## src/rtl/div_pkg.sv

```systemverilog
// Shared types and constants for the multi-cycle restoring divider.
// Kept separate so the FSM encoding and iteration limits are defined once.
package div_pkg;

  localparam int                   DIV_WIDTH     = 32;
  localparam logic [4:0]           DIV_ITER_LAST = 5'd31;
  localparam logic [DIV_WIDTH-1:0] DIV_ZERO_Q    = 32'hFFFF_FFFF;

  typedef enum logic [1:0] {
    IDLE = 2'd0,
    RUN  = 2'd1,
    FIX  = 2'd2
  } div_state_t;

endpackage

```

## src/rtl/neg_32_bits.sv

```systemverilog
// Combinational two's-complement negation (invert and add one).
// Used for operand magnitudes at capture and for result sign correction.
module neg_32_bits
  import div_pkg::*;
(
  input  logic [DIV_WIDTH-1:0] i_val,
  output logic [DIV_WIDTH-1:0] o_neg
);

  assign o_neg = ~i_val + DIV_WIDTH'(1);

endmodule

```

## src/rtl/div_32_bits.sv

```systemverilog
// Signed/unsigned 32-bit restoring divider, one quotient bit per clock.
// Fixed 33-edge latency from start to done; results held until the next FIX.
module div_32_bits
  import div_pkg::*;
#(
  parameter int WIDTH = DIV_WIDTH
)
(
  input  logic             clk,
  input  logic             rst_n,
  input  logic             start,
  input  logic             signed_op,
  input  logic [WIDTH-1:0] A,
  input  logic [WIDTH-1:0] B,
  output logic [WIDTH-1:0] Q,
  output logic [WIDTH-1:0] R,
  output logic             busy,
  output logic             done,
  output logic             div_by_zero
);

  div_state_t           r_state;
  logic [4:0]           r_cnt;
  logic [DIV_WIDTH:0]   r_rem;
  logic [DIV_WIDTH-1:0] r_dvd;
  logic [DIV_WIDTH-1:0] r_dsr;
  logic [DIV_WIDTH-1:0] r_a_raw;
  logic                 r_sa;
  logic                 r_sb;
  logic                 r_zero;
  logic [DIV_WIDTH-1:0] r_q;
  logic [DIV_WIDTH-1:0] r_r;
  logic                 r_busy;
  logic                 r_done;
  logic                 r_dbz;

  logic                 w_sa;
  logic                 w_sb;
  logic [DIV_WIDTH-1:0] w_neg0_in;
  logic [DIV_WIDTH-1:0] w_neg1_in;
  logic [DIV_WIDTH-1:0] w_neg0;
  logic [DIV_WIDTH-1:0] w_neg1;
  logic [DIV_WIDTH+1:0] w_shift;
  logic [DIV_WIDTH+1:0] w_trial;

  assign w_sa = A[WIDTH-1] & signed_op;
  assign w_sb = B[WIDTH-1] & signed_op;

  // Negators are shared: operands while idle, quotient/remainder in FIX.
  assign w_neg0_in = (r_state == FIX) ? r_dvd            : A;
  assign w_neg1_in = (r_state == FIX) ? r_rem[DIV_WIDTH-1:0] : B;

  neg_32_bits u_neg0 (
    .i_val (w_neg0_in),
    .o_neg (w_neg0)
  );

  neg_32_bits u_neg1 (
    .i_val (w_neg1_in),
    .o_neg (w_neg1)
  );

  // Extra top bit of the trial acts as the borrow: set means rem < divisor.
  assign w_shift = {r_rem, r_dvd[DIV_WIDTH-1]};
  assign w_trial = w_shift - {2'b00, r_dsr};

  always_ff @(posedge clk) begin
    if (!rst_n) begin
      r_state <= IDLE;
      r_cnt   <= '0;
      r_rem   <= '0;
      r_dvd   <= '0;
      r_dsr   <= '0;
      r_a_raw <= '0;
      r_sa    <= 1'b0;
      r_sb    <= 1'b0;
      r_zero  <= 1'b0;
      r_q     <= '0;
      r_r     <= '0;
      r_busy  <= 1'b0;
      r_done  <= 1'b0;
      r_dbz   <= 1'b0;
    end else begin
      r_done <= 1'b0;
      unique case (r_state)
        IDLE: begin
          if (start) begin
            r_sa    <= w_sa;
            r_sb    <= w_sb;
            r_dvd   <= w_sa ? w_neg0 : A;
            r_dsr   <= w_sb ? w_neg1 : B;
            r_a_raw <= A;
            r_zero  <= (B == '0);
            r_rem   <= '0;
            r_cnt   <= '0;
            r_busy  <= 1'b1;
            r_state <= RUN;
          end
        end
        RUN: begin
          r_rem <= w_trial[DIV_WIDTH+1] ? w_shift[DIV_WIDTH:0] : w_trial[DIV_WIDTH:0];
          r_dvd <= {r_dvd[DIV_WIDTH-2:0], ~w_trial[DIV_WIDTH+1]};
          r_cnt <= r_cnt + 5'd1;
          if (r_cnt == DIV_ITER_LAST) begin
            r_state <= FIX;
          end
        end
        FIX: begin
          if (r_zero) begin
            r_q   <= DIV_ZERO_Q;
            r_r   <= r_a_raw;
            r_dbz <= 1'b1;
          end else begin
            r_q   <= (r_sa ^ r_sb) ? w_neg0 : r_dvd;
            r_r   <= r_sa ? w_neg1 : r_rem[DIV_WIDTH-1:0];
            r_dbz <= 1'b0;
          end
          r_done  <= 1'b1;
          r_busy  <= 1'b0;
          r_state <= IDLE;
        end
        default: r_state <= IDLE;
      endcase
    end
  end

  assign Q           = r_q;
  assign R           = r_r;
  assign busy        = r_busy;
  assign done        = r_done;
  assign div_by_zero = r_dbz;

endmodule

```

## config.mk

```make
export PLATFORM = sky130hd
export DESIGN_NAME = div_32_bits
export DESIGN_NICKNAME = d
export VERILOG_FILES = /design/src/rtl/div_pkg.sv /design/src/rtl/neg_32_bits.sv /design/src/rtl/div_32_bits.sv
export SDC_FILE = /design/constraint.sdc
export NUM_CORES = 1
export LEC_CHECK = 0
export ABC_AREA = 1
export CAP_MARGIN = 30
export CORE_ASPECT_RATIO = 1.25
export CORE_MARGIN = 5
export CORE_UTILIZATION = 35
export DETAILED_ROUTE_END_ITERATION = 7
export PLACE_DENSITY = 0.62
export SYNTH_ARGS = -nofsm -noshare
export SYNTH_HDL_FRONTEND = slang
export SYNTH_HIERARCHICAL = 1
export SYNTH_SLANG_ARGS = --single-unit
```

## constraint.sdc

```tcl
create_clock -name clk -period 6.15 [get_ports clk]
set_input_delay 0.615 -clock clk [delete_from_list [all_inputs] [get_ports clk]]
set_output_delay 0.615 -clock clk [all_outputs]
set_load 0.01 [all_outputs]
```

### After elaboration in Yosys (flattened, before gate mapping)

Index checks and enable logic that the tools add are counted.
Widths: inputs -> output; s select.

| storage, ports and cells | value |
|---|---|
| register bits | 206 |
| word-level logic and storage cells | 59 |
| output and inout bits | 67 |

| cells by class | value |
|---|---|
| bitwise gates (word level) | 6 |
| reduce and logical (&&, ||, !) cells | 8 |
| mux-type cells | 22 |
| eq/ne operators | 5 |
| add/subtract/negate cells | 4 |

Operator list:

| cell | number |
|---|---|
| $mux 32 | 9 |
| $mux 33 | 2 |
| $pmux 33 s2 | 1 |
| $add 32x1->32 const B | 2 |
| $not 32->32 | 2 |
| $pmux 32 s2 | 1 |
| $sub 34x32->34 | 1 |
| $logic_not 32->1 | 1 |
| $pmux 5 s2 | 1 |
| $reduce_and 2->1 | 4 |
| $add 5x1->5 const B | 1 |
| $eq 5x5->1 const B | 1 |
| $mux 5 | 1 |
| $mux 2 | 2 |
| $ne 2x2->1 const B | 2 |
| $pmux 2 s2 | 1 |
| $reduce_bool 2->1 | 2 |
| $mux 1 | 3 |
| $and 1x1->1 | 2 |
| $eq 2x1->1 const B | 1 |
| $eq 2x2->1 const B | 1 |
| $logic_not 2->1 | 1 |
| $pmux 1 s2 | 1 |
| $not 1->1 | 1 |
| $xor 1x1->1 | 1 |

### Logic depth before layout (Yosys ltp)

Gate-level depths: netlist of run 1.

| depth | value |
|---|---|
| depth after elaboration | 7 |
| depth in mapped cells | 20 |
| depth with buffers taken out | 18 |

### Cells and area by module

The synthesis of run 1 kept the hierarchy.

Modules (own cells, without submodules):

| module | instances | area each (um^2) | cells an instance |
|---|---|---|---|
| div_32_bits | 1 | 12685.9 | 1974 |
| neg_32_bits | 2 | 909.6 | 187 |

### Least setup slack after synthesis of run 1

No wires, ideal clock.

| timing | value |
|---|---|
| path kind | reg-to-reg |
| start point | register r_state[1] |
| end point | register r_q[20], in the netlist Q[20] |
| arrival time | 2515 ps |
| library setup time | 117 ps |
| stages on the path, launching flop included | 18 |
| data required time | 6033 ps |
| buffers on the path | 3 |
| path slack | 3518 ps |
| period minus slack after synthesis | 2632 ps |
| path through | dfxtp_1 -> inv_1 -> nor2_1 -> buf_2 -> buf_1 -> buf_1 -> nand2_1 -> o21ai_0 -> nor2_1 -> nand2_1 -> nor2_4 -> nand2_2 -> nor2_1 -> nand2_1 -> nand2_1 -> mux2_2 -> o221ai_1 -> inv_1 |

| between the ends | value |
|---|---|
| longest elaborated chain between the ends | 6 |

Ends and longest elaborated chain:

| what | line | text |
|---|---|---|
| start: declaration | div_32_bits.sv:22 | `div_state_t r_state;` |
| start signal: assignment | div_32_bits.sv:69 | `r_state <= IDLE;` |
| start signal: assignment | div_32_bits.sv:97 | `r_state <= RUN;` |
| start signal: assignment | div_32_bits.sv:105 | `r_state <= FIX;` |
| $eq 2x2->1 | div_32_bits.sv:50 | `assign w_neg0_in = (r_state == FIX) ? r_dvd : A;` |
| $mux 32 | div_32_bits.sv:50 |  |
| via w_neg0_in[7] | div_32_bits.sv:39 | `logic [DIV_WIDTH-1:0] w_neg0_in;` |
| $not 32->32 | neg_32_bits.sv:10 | `assign o_neg = ~i_val + DIV_WIDTH'(1);` |
| $add 32x1->32 | neg_32_bits.sv:10 |  |
| via w_neg0[20] | div_32_bits.sv:41 | `logic [DIV_WIDTH-1:0] w_neg0;` |
| $mux 32 | div_32_bits.sv:114 | `r_q <= (r_sa ^ r_sb) ? w_neg0 : r_dvd;` |
| $mux 32 | div_32_bits.sv:109 | `if (r_zero) begin` |
| end signal: assignment | div_32_bits.sv:114 |  |
| end: declaration | div_32_bits.sv:31 | `logic [DIV_WIDTH-1:0] r_q;` |

The timed path passes the listed nets, and every way through them passes these cells.
A chain may end at the register's enable or synchronous reset.

### Final worst setup path of run 1

| timing | value |
|---|---|
| start point | register r_state[1] |
| end point | register r_r[13], in the netlist R[13] |

| between the ends | value |
|---|---|
| longest elaborated chain between the ends | 6 |

Ends and longest elaborated chain:

| what | line | text |
|---|---|---|
| $eq 2x2->1 | div_32_bits.sv:51 | `assign w_neg1_in = (r_state == FIX) ? r_rem[DIV_WIDTH-1:0] : B;` |
| $mux 32 | div_32_bits.sv:51 |  |
| via w_neg1_in[8] | div_32_bits.sv:40 | `logic [DIV_WIDTH-1:0] w_neg1_in;` |
| $not 32->32 | neg_32_bits.sv:10 |  |
| $add 32x1->32 | neg_32_bits.sv:10 |  |
| via w_neg1[13] | div_32_bits.sv:42 | `logic [DIV_WIDTH-1:0] w_neg1;` |
| $mux 32 | div_32_bits.sv:115 | `r_r <= r_sa ? w_neg1 : r_rem[DIV_WIDTH-1:0];` |
| $mux 32 | div_32_bits.sv:109 |  |
| end signal: assignment | div_32_bits.sv:111 | `r_r <= r_a_raw;` |
| end signal: assignment | div_32_bits.sv:115 |  |
| end: declaration | div_32_bits.sv:32 | `logic [DIV_WIDTH-1:0] r_r;` |

The timed path passes the listed nets, and every way through them passes these cells.

==> impl_metrics.csv, run 1 <==
group,metric,value,unit
outcome,status,"finished clean",
finish,multi_input_area,0.008641,mm2
setup_path,rr_endpoint,"R[13]$_SDFFE_PN0P_",
finish,drive_above_1_share,5.822,%
clock_network,cts_tree,"yes",
hold_path,worstHoldStart,"r_a_raw[17]$_SDFFE_PN0P_",
floorplan,start_util,35.36,%
synthesis,synth.avg_cell_area,6.178,um2
floorplan,ios,135,
place,io_buffers,134,
place,gp_congestion,0.9756,
detailed_routing,wl_per_cell,19.49,um
setup_path,cp_slowest_cell,"o21ai_0",
clock_network,clock_latency,530,ps
floorplan,coreArea,0.04102,mm2
global_route,grt_pass1_wl,88590,um
setup_path,crit_type,"reg2reg",
finish,regArea,0.004124,mm2
hold_path,hold_path.class,"reg2reg",
clock_network,hold_buffers,0,
synthesis,ys_warn_count,6,
finish,area_delta_synth_final,16.94,%
hold_path,hold_depth,2,
timing,min_period_over_period,67.31,%
detailed_routing,wirelength,57970,um
timing,rsz0062_at_grt,"false",
clock_network,postCtsSetupRepairBufs,0,
setup_path,path_buf_inv,4,
global_route,first_global_vias,15160,
finish,antenna_cells,0,
finish,fin_util,41.35,%
setup_path,rr_worst_depth,14,
timing,layout_setup_ws,2010,ps
detailed_routing,drtPass1Iterations,5,
synthesis,netlist_instances,2348,
pwr,p_sw,1733,uW
pwr,combPwrFrac,34.9,%
synthesis,synth-seq-cells,206,
pwr,ir_drop,0.1968,mV
timing,setup_tns,0,ps
flow_run,drv_cap,0,
global_route,grtUsageTotal,24.68,%
floorplan,design.die.area,0.04564,mm2
timing,hold_violations,0,
detailed_routing,drt_iter0_drc,1160,
setup_path,endpoint_kind,"flop",
setup_path,rr_startpoint,"r_state[1]$_SDFFE_PN0P_",
setup_path,path_common_cell,"nand2_1",
timing,tightest_slew,1054,ps
setup_path,cp_cell_sequence,"inv_1, nor2_4, inv_2, buf_4, o21ai_0, nor2_4, nand2_1, nor2_1, nand2_1, xor2_1, o21ai_0, o221ai_1, nand2_1, inv_1",
setup_path,max_stage_delay,670,ps
timing,skew,14.60,ps
synthesis,syn_nets,2453,
synthesis,synth_cell_types,42,
detailed_routing,vias,15680,
finish,nNetsFinal,2511,
setup_path,cp_max_fo,38,
setup_path,startpoint_type,"flop",
synthesis,seq_area_frac_synth,28.43,%
clock_network,clock_path_buffers,3,
pwr,p_clk_share,32.3,%
clock_network,cts-root-buf,"clkbuf_16",
clock_network,cts_buffers,22,
floorplan,die_height,237.6,um
detailed_routing,avgViaCountPerCell,5.271,
setup_path,critPathTopFamily,"compound AO/OA/AOI/OAI gates",
timing,finalCriticalPeriod,4140,ps
floorplan,dieWidth,192.1,um
clock_network,h-tree-depth,1,
setup_path,required,6580,ps
global_route,antenna_found_initial,0,
setup_path,arrival,4570,ps
setup_path,reg2reg_slack,2010,ps
pwr,p_int,2777,uW
clock_network,cts_resized,0,
pwr,cellLeakagePower,0.007519,uW
timing,max_freq,0.2416,GHz
global_route,grt_max_degree,77,
pwr,pwr-share-seq,32.8,%
pwr,switching_share,38.43,%
detailed_routing,drcViolationCount,0,
place,hpwl,44840,um
floorplan,placementRows,83,
place,place_ws,2023,ps
hold_path,hold-path-endpoint,"r_a_raw[17]$_SDFFE_PN0P_",
detailed_routing,detail-route-antenna-nets,0,
timing,relSlewSlack,29.60,%
clock_network,clock-sinks,206,
clock_network,path_clk_slew,60,ps
pwr,power.density,265.9,mW/mm2
finish,num-fill-cells,4442,
timing,setup_viol,0,
global_route,overflow,0,
timing,finalMaxSlewViolations,0,
synthesis,netlist_area,0.01451,mm2
[worst max-delay path by stage]
stage | cells after the start | from | to
final | 14 | r_state[1]$_SDFFE_PN0P_ | R[13]$_SDFFE_PN0P_
after global routing | 15 | r_state[1]$_SDFFE_PN0P_ | R[13]$_SDFFE_PN0P_
after CTS | 14 | r_state[1]$_SDFFE_PN0P_ | R[13]$_SDFFE_PN0P_
after detailed placement | 14 | r_state[1]$_SDFFE_PN0P_ | R[13]$_SDFFE_PN0P_
after global placement | 14 | r_state[1]$_SDFFE_PN0P_ | R[13]$_SDFFE_PN0P_
after floorplan | 17 | r_state[1]$_SDFFE_PN0P_ | Q[20]$_SDFFE_PN0P_
[flip-flops by register name, indices dropped and copies added (netlist names), 2 cells and up]
| signal | count |
|---|---|
| r_cnt | 5 |
| r_dvd | 32 |
| r_rem | 33 |
| r_a_raw | 32 |
| R | 32 |
| r_dsr | 32 |
| r_state | 2 |
| Q | 32 |
[area by class of cell]
| class | instances | share of cell area [%] |
|---|---|---|
| Tap cell | 552 | 4.072 |
| Sequential cell | 206 | 24.31 |
| Clock inverter | 13 | 0.9884 |
| Multi-Input combinational cell | 1688 | 50.94 |
| Clock buffer | 27 | 3.600 |
| Inverter | 338 | 7.502 |
| Timing Repair Buffer | 150 | 8.586 |
[power by group through the flow]
stage | Clock, uW | Combinational, uW | Sequential (uW)
after CTS | 1480 | 1570 | 1480
after floorplan | 0 | 1130 | 1490
final | 1460 | 1570 | 1480
after detailed placement | 0 | 1550 | 1510
after global routing | 1540 | 1760 | 1490
after global placement | 0 | 1550 | 1500
[worst reg2reg max path, stage by stage, from the launching register on]
cell      delay, ps
dfxtp_1         440
inv_1           110
nor2_4          520
inv_2           440
buf_4           370
o21ai_0         680
nor2_4           90
nand2_1         140
nor2_1           70
nand2_1         190
xor2_1          110
o21ai_0         500
o221ai_1        220
nand2_1         100
inv_1            50
[cells in the final DEF (no fill, tap or decap), types with 25 or more instances in the layout]
cell and n:
o21ai_0 134, nand4_1 25, a31oi_1 42, clkdlybuf4s50_1 133, ha_1 36, nand3_1 124, a21oi_1 143, a221oi_1 40
o211ai_1 34, nor2_1 192, inv_1 326, nand2_1 694, xor2_1 32, dfxtp_1 206
[synth_stat cells, drive strengths merged]
| library cell | count | area share (%) |
|---|---|---|
| xnor2 | 14 | 0.85 |
| o21bai | 22 | 1.1 |
| o221ai | 24 | 1.4 |
| o21ai | 143 | 4.9 |
| a31oi | 42 | 1.8 |
| nand3 | 133 | 4.9 |
| o211ai | 34 | 1.8 |
| ha | 36 | 3.1 |
| o22ai | 1 | 0.043 |
| clkinv | 1 | 0.026 |
| a211oi | 23 | 1.2 |
| a221oi | 40 | 2.4 |
| fa | 1 | 0.14 |
| nor2 | 216 | 6.4 |
| and2 | 2 | 0.086 |
| xor2 | 32 | 1.9 |
| o21a | 2 | 0.10 |
| o311ai | 1 | 0.060 |
| inv | 337 | 8.7 |
| nor4 | 5 | 0.22 |
| or2 | 2 | 0.086 |
| nor3 | 9 | 0.31 |
| nand4 | 25 | 1.1 |
| a21oi | 144 | 5.0 |
| nand3b | 4 | 0.21 |
| mux2 | 11 | 0.85 |
| clkbuf | 80 | 2.1 |
| dfxtp | 206 | 28 |
| buf | 36 | 1.4 |
| nand2 | 722 | 19 |
[per-layer routing]
layer  wire length [um]  global-route usage [%]  share of wire (%)
met2              29740                   45.29                 51
met4               3271                   11.72                5.6
met1              22520                   28.59                 39
met5                  0                       0                  0
met3               2438                   2.277                4.2
[cells by family (layout without fill, tap and decap cells)]
family,after synthesis,in the layout,share of synthesized area [%]
muxes,11,11,0.8540
AOI/OAI and AO/OA,476,476,19.90
and+or+nand+nor,1118,1118,32.59
DFF,206,206,28.43
xor gates and xnor gates,46,46,2.778
buffers and inverters,454,528,12.21
adders and majority gates,37,37,3.243
[stage by stage]
| stage | power (uW) | instance area, um2 | hold slack [ps] | instances |
|---|---|---|---|---|
| after detailed placement | 3061 | 16180 | 455.5 | 2934 |
| after global placement | 3055 | 16180 | 453.4 | 2934 |
| after CTS | 4526 | 16960 | 469.9 | 2974 |
| final | 4510 | 16960 | 466.6 | 2974 |
| after global routing | 4782 | 16960 | 491.7 | 2974 |
| after floorplan | 2618 | 14510 | 429.7 | 2348 |
Power figures use the tool's default switching activity.
==> run 2: changes to the inputs <==
--- a/config.mk
+++ b/config.mk
@@ -11,7 +11,7 @@
 export CORE_MARGIN = 5
 export CORE_UTILIZATION = 35
 export DETAILED_ROUTE_END_ITERATION = 7
-export PLACE_DENSITY = 0.62
+export PLACE_DENSITY = 0.64
 export SYNTH_ARGS = -nofsm -noshare
 export SYNTH_HDL_FRONTEND = slang
 export SYNTH_HIERARCHICAL = 1
==> constraint.sdc (replaced) <==
create_clock -name clk -period 3.5 [get_ports clk]
set_input_delay 0.35 -clock clk [delete_from_list [all_inputs] [get_ports clk]]
set_output_delay 0.35 -clock clk [all_outputs]
set_load 0.01 [all_outputs]
==> run 2 against run 1 <==
Net effect:
- first-iteration DRC count grew 0.17%
- sequential share of layout area shrank 0.37 points
- sequential power grew 75%
- non-clock buffer count grew 29
==> impl_metrics.csv, run 2 (synthesis results as in run 1) <==
group,metric,value,unit
pwr,switching_share,38.67,%
pwr,p_sw,3059,uW
pwr,p_clk_share,31.8,%
floorplan,coreArea,0.04102,mm2
pwr,cellLeakagePower,0.007650,uW
timing,setup_viol,0,
finish,top_register,"r_rem",
clock_network,h-tree-depth,1,
timing,min_period_over_period,89.59,%
hold_path,hold_path.class,"in2reg",
global_route,antenna_found_initial,0,
finish,final_cell_mix,"694 x nand2_1, 326 x inv_1, 206 x dfxtp_1",
finish,fin_util,41.98,%
finish,nNetsFinal,2541,
setup_path,startpoint_type,"flop",
place,io_buffers,134,
global_route,overflow,0,
clock_network,hold_buffers,0,
global_route,grtUsageTotal,24.62,%
pwr,pwr-share-seq,32.8,%
clock_network,cts_buffers,23,
clock_network,postCtsSetupRepairBufs,0,
finish,area_delta_synth_final,18.73,%
floorplan,placementRows,83,
finish,fin_cells,3003,
place,hpwl,45500,um
outcome,status,"finished clean",
timing,skew,17.85,ps
detailed_routing,drtPass1Iterations,6,
setup_path,arrival,3590,ps
global_route,first_global_vias,15420,
finish,final_common_cell,"nand2_1",
timing,hold_ws,406.9,ps
place,gp_congestion,1.003,
floorplan,start_util,35.36,%
finish,antenna_cells,0,
detailed_routing,drcViolationCount,0,
finish,num-fill-cells,4447,
floorplan,ios,135,
detailed_routing,avgViaCountPerCell,5.262,
detailed_routing,vias,15800,
setup_path,rr_endpoint,"R[28]$_SDFFE_PN0P_",
detailed_routing,drt_iter0_drc,1162,
setup_path,rr_worst_depth,16,
detailed_routing,detail-route-antenna-nets,0,
clock_network,clock_path_buffers,3,
finish,multi_input_area,0.008641,mm2
finish,regArea,0.004124,mm2
pwr,combPwrFrac,35.4,%
pwr,power.density,459.3,mW/mm2
floorplan,design.die.area,0.04564,mm2
place,dp.cells,2963,
pwr,p_int,4851,uW
floorplan,dieWidth,192.1,um
setup_path,max_stage_delay,440,ps
timing,tightest_slew,899.7,ps
clock_network,clock_latency,540,ps
hold_path,hold-path-endpoint,"R[25]$_SDFFE_PN0P_",
timing,hold_violations,0,
detailed_routing,wirelength,57880,um
setup_path,rr_startpoint,"r_state[1]$_SDFFE_PN0P_",
setup_path,cp_cell_sequence,"inv_1, nor2_4, buf_12, buf_4, o21ai_0, nor2_1, nand2_1, nor2_1, nand2_1, nor2_1, nand2_1, nand2_1, nor2_1, a211oi_1, a221oi_1, nor2_1",
setup_path,required,3960,ps
clock_network,clock-sinks,206,
setup_path,crit_type,"reg2reg",
global_route,grt_max_degree,77,
clock_network,cts-root-buf,"clkbuf_16",
setup_path,path_common_cell,"nor2_1",
clock_network,cts_resized,0,
hold_path,worstHoldStart,"rst_n",
clock_network,path_clk_slew,60,ps
finish,largest_reg_flops,33,
setup_path,cp_slowest_cell,"dfxtp_1",
detailed_routing,wl_per_cell,19.28,um
clock_network,cts_tree,"yes",
pwr,ir_drop,0.3278,mV
setup_path,cp_max_fo,34,
timing,relSlewSlack,39.95,%
timing,finalCriticalPeriod,3136,ps
hold_path,hold_depth,3,
timing,max_freq,0.3189,GHz
timing,finalMaxSlewViolations,0,
flow_run,drv_cap,0,
global_route,grt_pass1_wl,88580,um
setup_path,endpoint_kind,"flop",
timing,setup_tns,0,ps
finish,drive_above_1_share,6.773,%
setup_path,reg2reg_slack,360,ps
floorplan,die_height,237.6,um
timing,rsz0062_at_grt,"false",
[run 2: cell count changes in the layout (fill, tap and decap cells not counted), moves of 2 or more]
cell	change
clkinv_4	+2
buf_4	+24
clkbuf_1	+4
clkinv_2	-7
buf_12	+5
inv_6	+2
[run 2: area by class of cell]
type	instances	share of cell area, %
Clock buffer	30	3.553
Clock inverter	10	0.8428
Inverter	338	7.389
Multi-Input combinational cell	1688	50.17
Sequential cell	206	23.95
Tap cell	552	4.010
Timing Repair Buffer	179	10.08
[run 2: worst max path at each step]
stage,to,slack (ps),start,cells after the start
2_1_floorplan,Q[20]$_SDFFE_PN0P_,870,r_state[1]$_SDFFE_PN0P_,17
3_3_place_gp,R[19]$_SDFFE_PN0P_,470,B[7],14
3_5_place_dp,R[28]$_SDFFE_PN0P_,470,r_state[1]$_SDFFE_PN0P_,16
4_1_cts,R[28]$_SDFFE_PN0P_,420,r_state[1]$_SDFFE_PN0P_,16
5_1_grt,R[28]$_SDFFE_PN0P_,150,r_state[1]$_SDFFE_PN0P_,16
6_report,R[28]$_SDFFE_PN0P_,360,r_state[1]$_SDFFE_PN0P_,16
[run 2: power by group through the flow]
stage          combinational, uW  clock [uW]  sequential, uW
2_1_floorplan               1990           0            2610
3_3_place_gp                2770           0            2640
3_5_place_dp                2780           0            2640
4_1_cts                     2800        2570            2590
5_1_grt                     3140        2650            2610
6_report                    2800        2510            2590
[run 2: metal layers]
layer | global-route usage [%] | vias to the layer above | part of all wire [%]
met5 | 0 | - | 0
met4 | 12.60 | 0 | 6.0
met3 | 2.424 | 113 | 4.8
met2 | 45.06 | 501 | 51
met1 | 28.15 | 7370 | 39
li1 | - | 7817 | -
[run 2: stage by stage]
stage / power, uW / worst slack (ps) / cell area, um2
floorplan: 4600 / 867.6 / 14510
global placement: 5413 / 473.7 / 16460
detailed placement: 5419 / 471.1 / 16460
CTS: 7954 / 417.0 / 17220
global route: 8396 / 147.9 / 17220
finish: 7909 / 364.3 / 17220
[run 2: critical path, delay by kind of cell, from the launching register on]
family | cells | cell delay (ps)
AOI/OAI and AO/OA | 3 | 750
buffers and inverters | 3 | 610
DFF | 1 | 440
and+or+nand+nor | 10 | 1230
==> run 3: changes to the inputs <==
--- a/config.mk
+++ b/config.mk
@@ -7,11 +7,11 @@
 export LEC_CHECK = 0
 export ABC_AREA = 1
 export CAP_MARGIN = 30
-export CORE_ASPECT_RATIO = 1.25
 export CORE_MARGIN = 5
 export CORE_UTILIZATION = 35
 export DETAILED_ROUTE_END_ITERATION = 7
 export PLACE_DENSITY = 0.64
+export SKIP_CTS_REPAIR_TIMING = 1
 export SYNTH_ARGS = -nofsm -noshare
 export SYNTH_HDL_FRONTEND = slang
 export SYNTH_HIERARCHICAL = 1
==> run 3 against run 2 <==
Net effect:
- die area is essentially flat
- hold slack better by 7.7 ps
- setup slack worse by 18 ps
- first-iteration DRC count increased by 10%
- register-to-register slack got worse by 20 ps
- clock power is 6% lower
- cell count decreased by 1.1%
- via count is 0.32% lower
- critical path type unchanged
- largest power group unchanged
==> impl_metrics.csv, run 3 (synthesis results as in run 1) <==
group,metric,value,unit
setup_path,reg2reg_slack,350,ps
timing,hold_violations,0,
finish,nNetsFinal,2531,
detailed_routing,avgViaCountPerCell,5.305,
finish,final_cell_mix,"694 x nand2_1, 326 x inv_1, 206 x dfxtp_1",
place,io_buffers,134,
floorplan,start_util,35.44,%
clock_network,path_clk_slew,60,ps
pwr,combPwrFrac,35.8,%
clock_network,clock_path_buffers,3,
global_route,grt_pass1_wl,87980,um
pwr,pwr-share-seq,33.6,%
detailed_routing,vias,15750,
setup_path,startpoint_type,"flop",
place,placed_area,0.01635,mm2
setup_path,arrival,3570,ps
global_route,grtUsageTotal,24.43,%
floorplan,design.die.area,0.04561,mm2
pwr,p_sw,2988,uW
timing,setup_viol,0,
detailed_routing,drt_iter0_drc,1284,
outcome,status,"finished clean",
detailed_routing,drtPass1Iterations,5,
global_route,first_global_vias,15420,
timing,relSlewSlack,44.67,%
pwr,power.density,454.3,mW/mm2
finish,area_delta_synth_final,17.68,%
timing,min_period_over_period,90.12,%
timing,skew,20.10,ps
pwr,cellLeakagePower,0.007593,uW
timing,finalMaxSlewViolations,0,
floorplan,placementRows,74,
finish,num-fill-cells,4490,
hold_path,hold_path.class,"in2reg",
pwr,p_clk_share,30.6,%
floorplan,coreArea,0.04092,mm2
flow_run,drv_cap,0,
clock_network,clock-sinks,206,
setup_path,endpoint_kind,"flop",
timing,finalCriticalPeriod,3154,ps
setup_path,cp_max_fo,40,
setup_path,crit_type,"reg2reg",
finish,post-route-cell-area,0.01707,mm2
timing,tightest_slew,829.9,ps
finish,drive_above_1_share,6.360,%
hold_path,hold_depth,3,
clock_network,cts_buffers,23,
setup_path,required,3920,ps
floorplan,ios,135,
detailed_routing,detail-route-antenna-nets,0,
place,gp_congestion,0.9411,
global_route,grt_max_degree,91,
finish,antenna_cells,0,
pwr,ir_drop,0.2547,mV
floorplan,die_height,213.6,um
pwr,switching_share,38.53,%
timing,max_freq,0.3170,GHz
finish,top_register,"r_rem",
setup_path,rr_worst_depth,14,
timing,rsz0062_at_grt,"false",
timing,hold_ws,414.5,ps
place,hpwl,44600,um
clock_network,clock_latency,540,ps
clock_network,cts_tree,"yes",
detailed_routing,wirelength,56940,um
timing,setup_tns,0,ps
detailed_routing,wl_per_cell,19.18,um
global_route,antenna_found_initial,1,
setup_path,rr_endpoint,"R[17]$_SDFFE_PN0P_",
pwr,p_int,4767,uW
finish,final_common_cell,"nand2_1",
hold_path,hold-path-endpoint,"busy$_SDFFE_PN0P_",
finish,largest_reg_flops,33,
clock_network,h-tree-depth,1,
detailed_routing,drcViolationCount,0,
floorplan,dieWidth,213.6,um
global_route,overflow,0,
setup_path,rr_startpoint,"r_state[1]$_SDFFE_PN0P_",
hold_path,worstHoldStart,"rst_n",
clock_network,cts-root-buf,"clkbuf_16",
-- run 3: changes by cell type in the layout (fill, tap and decap cells not counted) --
cell,previous run,this run
buf_4,40,31
clkbuf_8,1,6
clkbuf_1,6,3
bufinv_16,3,1
clkinv_4,2,0
clkinvlp_4,2,0
buf_12,5,4
clkinv_2,2,3
inv_6,2,1
o21ai_0,134,133
o21ai_1,9,10
-- run 3: through the flow --
step	util [%]	instances	worst slack, ps	power (uW)
5_1_grt	41.71	2969	46.74	8241
4_1_cts	41.71	2969	262.3	7785
6_report	41.71	2969	345.8	7755
3_3_place_gp	39.96	2933	180.1	5377
2_1_floorplan	-	2348	867.6	4600
3_5_place_dp	39.96	2933	306.9	5381
-- run 3: area by class of cell --
cell class              instances  area [um2]  share of cell area (%)
clock buffers                  32       669.4                   3.921
clock inverters                 4       48.80                  0.2859
well taps                     532       665.6                   3.899
repair buffers                169        1649                   9.661
inverters                     338        1272                   7.454
multi-input cells            1688        8641                   50.62
flip-flops and latches        206        4124                   24.16
-- run 3: critical path: stages, from the launching register on --
cell and delay [ps]:
dfxtp_1 360, inv_1 120, nor2_4 50, inv_2 430, o21ai_0 330, nor2_1 240
nand2_1 120, nor2_1 260, inv_1 90, o21bai_1 160, nand2_1 100, o21ai_0 420
o221ai_1 200, nand2_1 100, inv_1 50
-- run 3: worst max-delay path by stage --
stage	start	to	cells past startpoint	slack [ps]
floorplan	r_state[1]$_SDFFE_PN0P_	Q[20]$_SDFFE_PN0P_	17	870
global placement	r_state[1]$_SDFFE_PN0P_	R[17]$_SDFFE_PN0P_	14	180
detailed placement	r_state[1]$_SDFFE_PN0P_	R[17]$_SDFFE_PN0P_	14	310
CTS	r_state[1]$_SDFFE_PN0P_	R[17]$_SDFFE_PN0P_	14	260
global route	r_state[1]$_SDFFE_PN0P_	R[17]$_SDFFE_PN0P_	14	50
finish	r_state[1]$_SDFFE_PN0P_	R[17]$_SDFFE_PN0P_	14	350
-- run 3: power by group through the flow --
stage	Sequential, uW	Clock [uW]	Combinational, uW
2_1_floorplan	2610	0	1990
3_3_place_gp	2650	0	2730
3_5_place_dp	2650	0	2730
4_1_cts	2600	2430	2750
5_1_grt	2620	2520	3100
6_report	2600	2370	2780
-- run 3: layer usage --
metal / up-vias / track usage [%] / wire (um)
met5: - / 0 / 7
met1: 7316 / 31.59 / 24230
met2: 551 / 42.72 / 27250
met3: 97 / 2.209 / 3240
li1: 7785 / - / -
met4: 2 / 8.728 / 2205
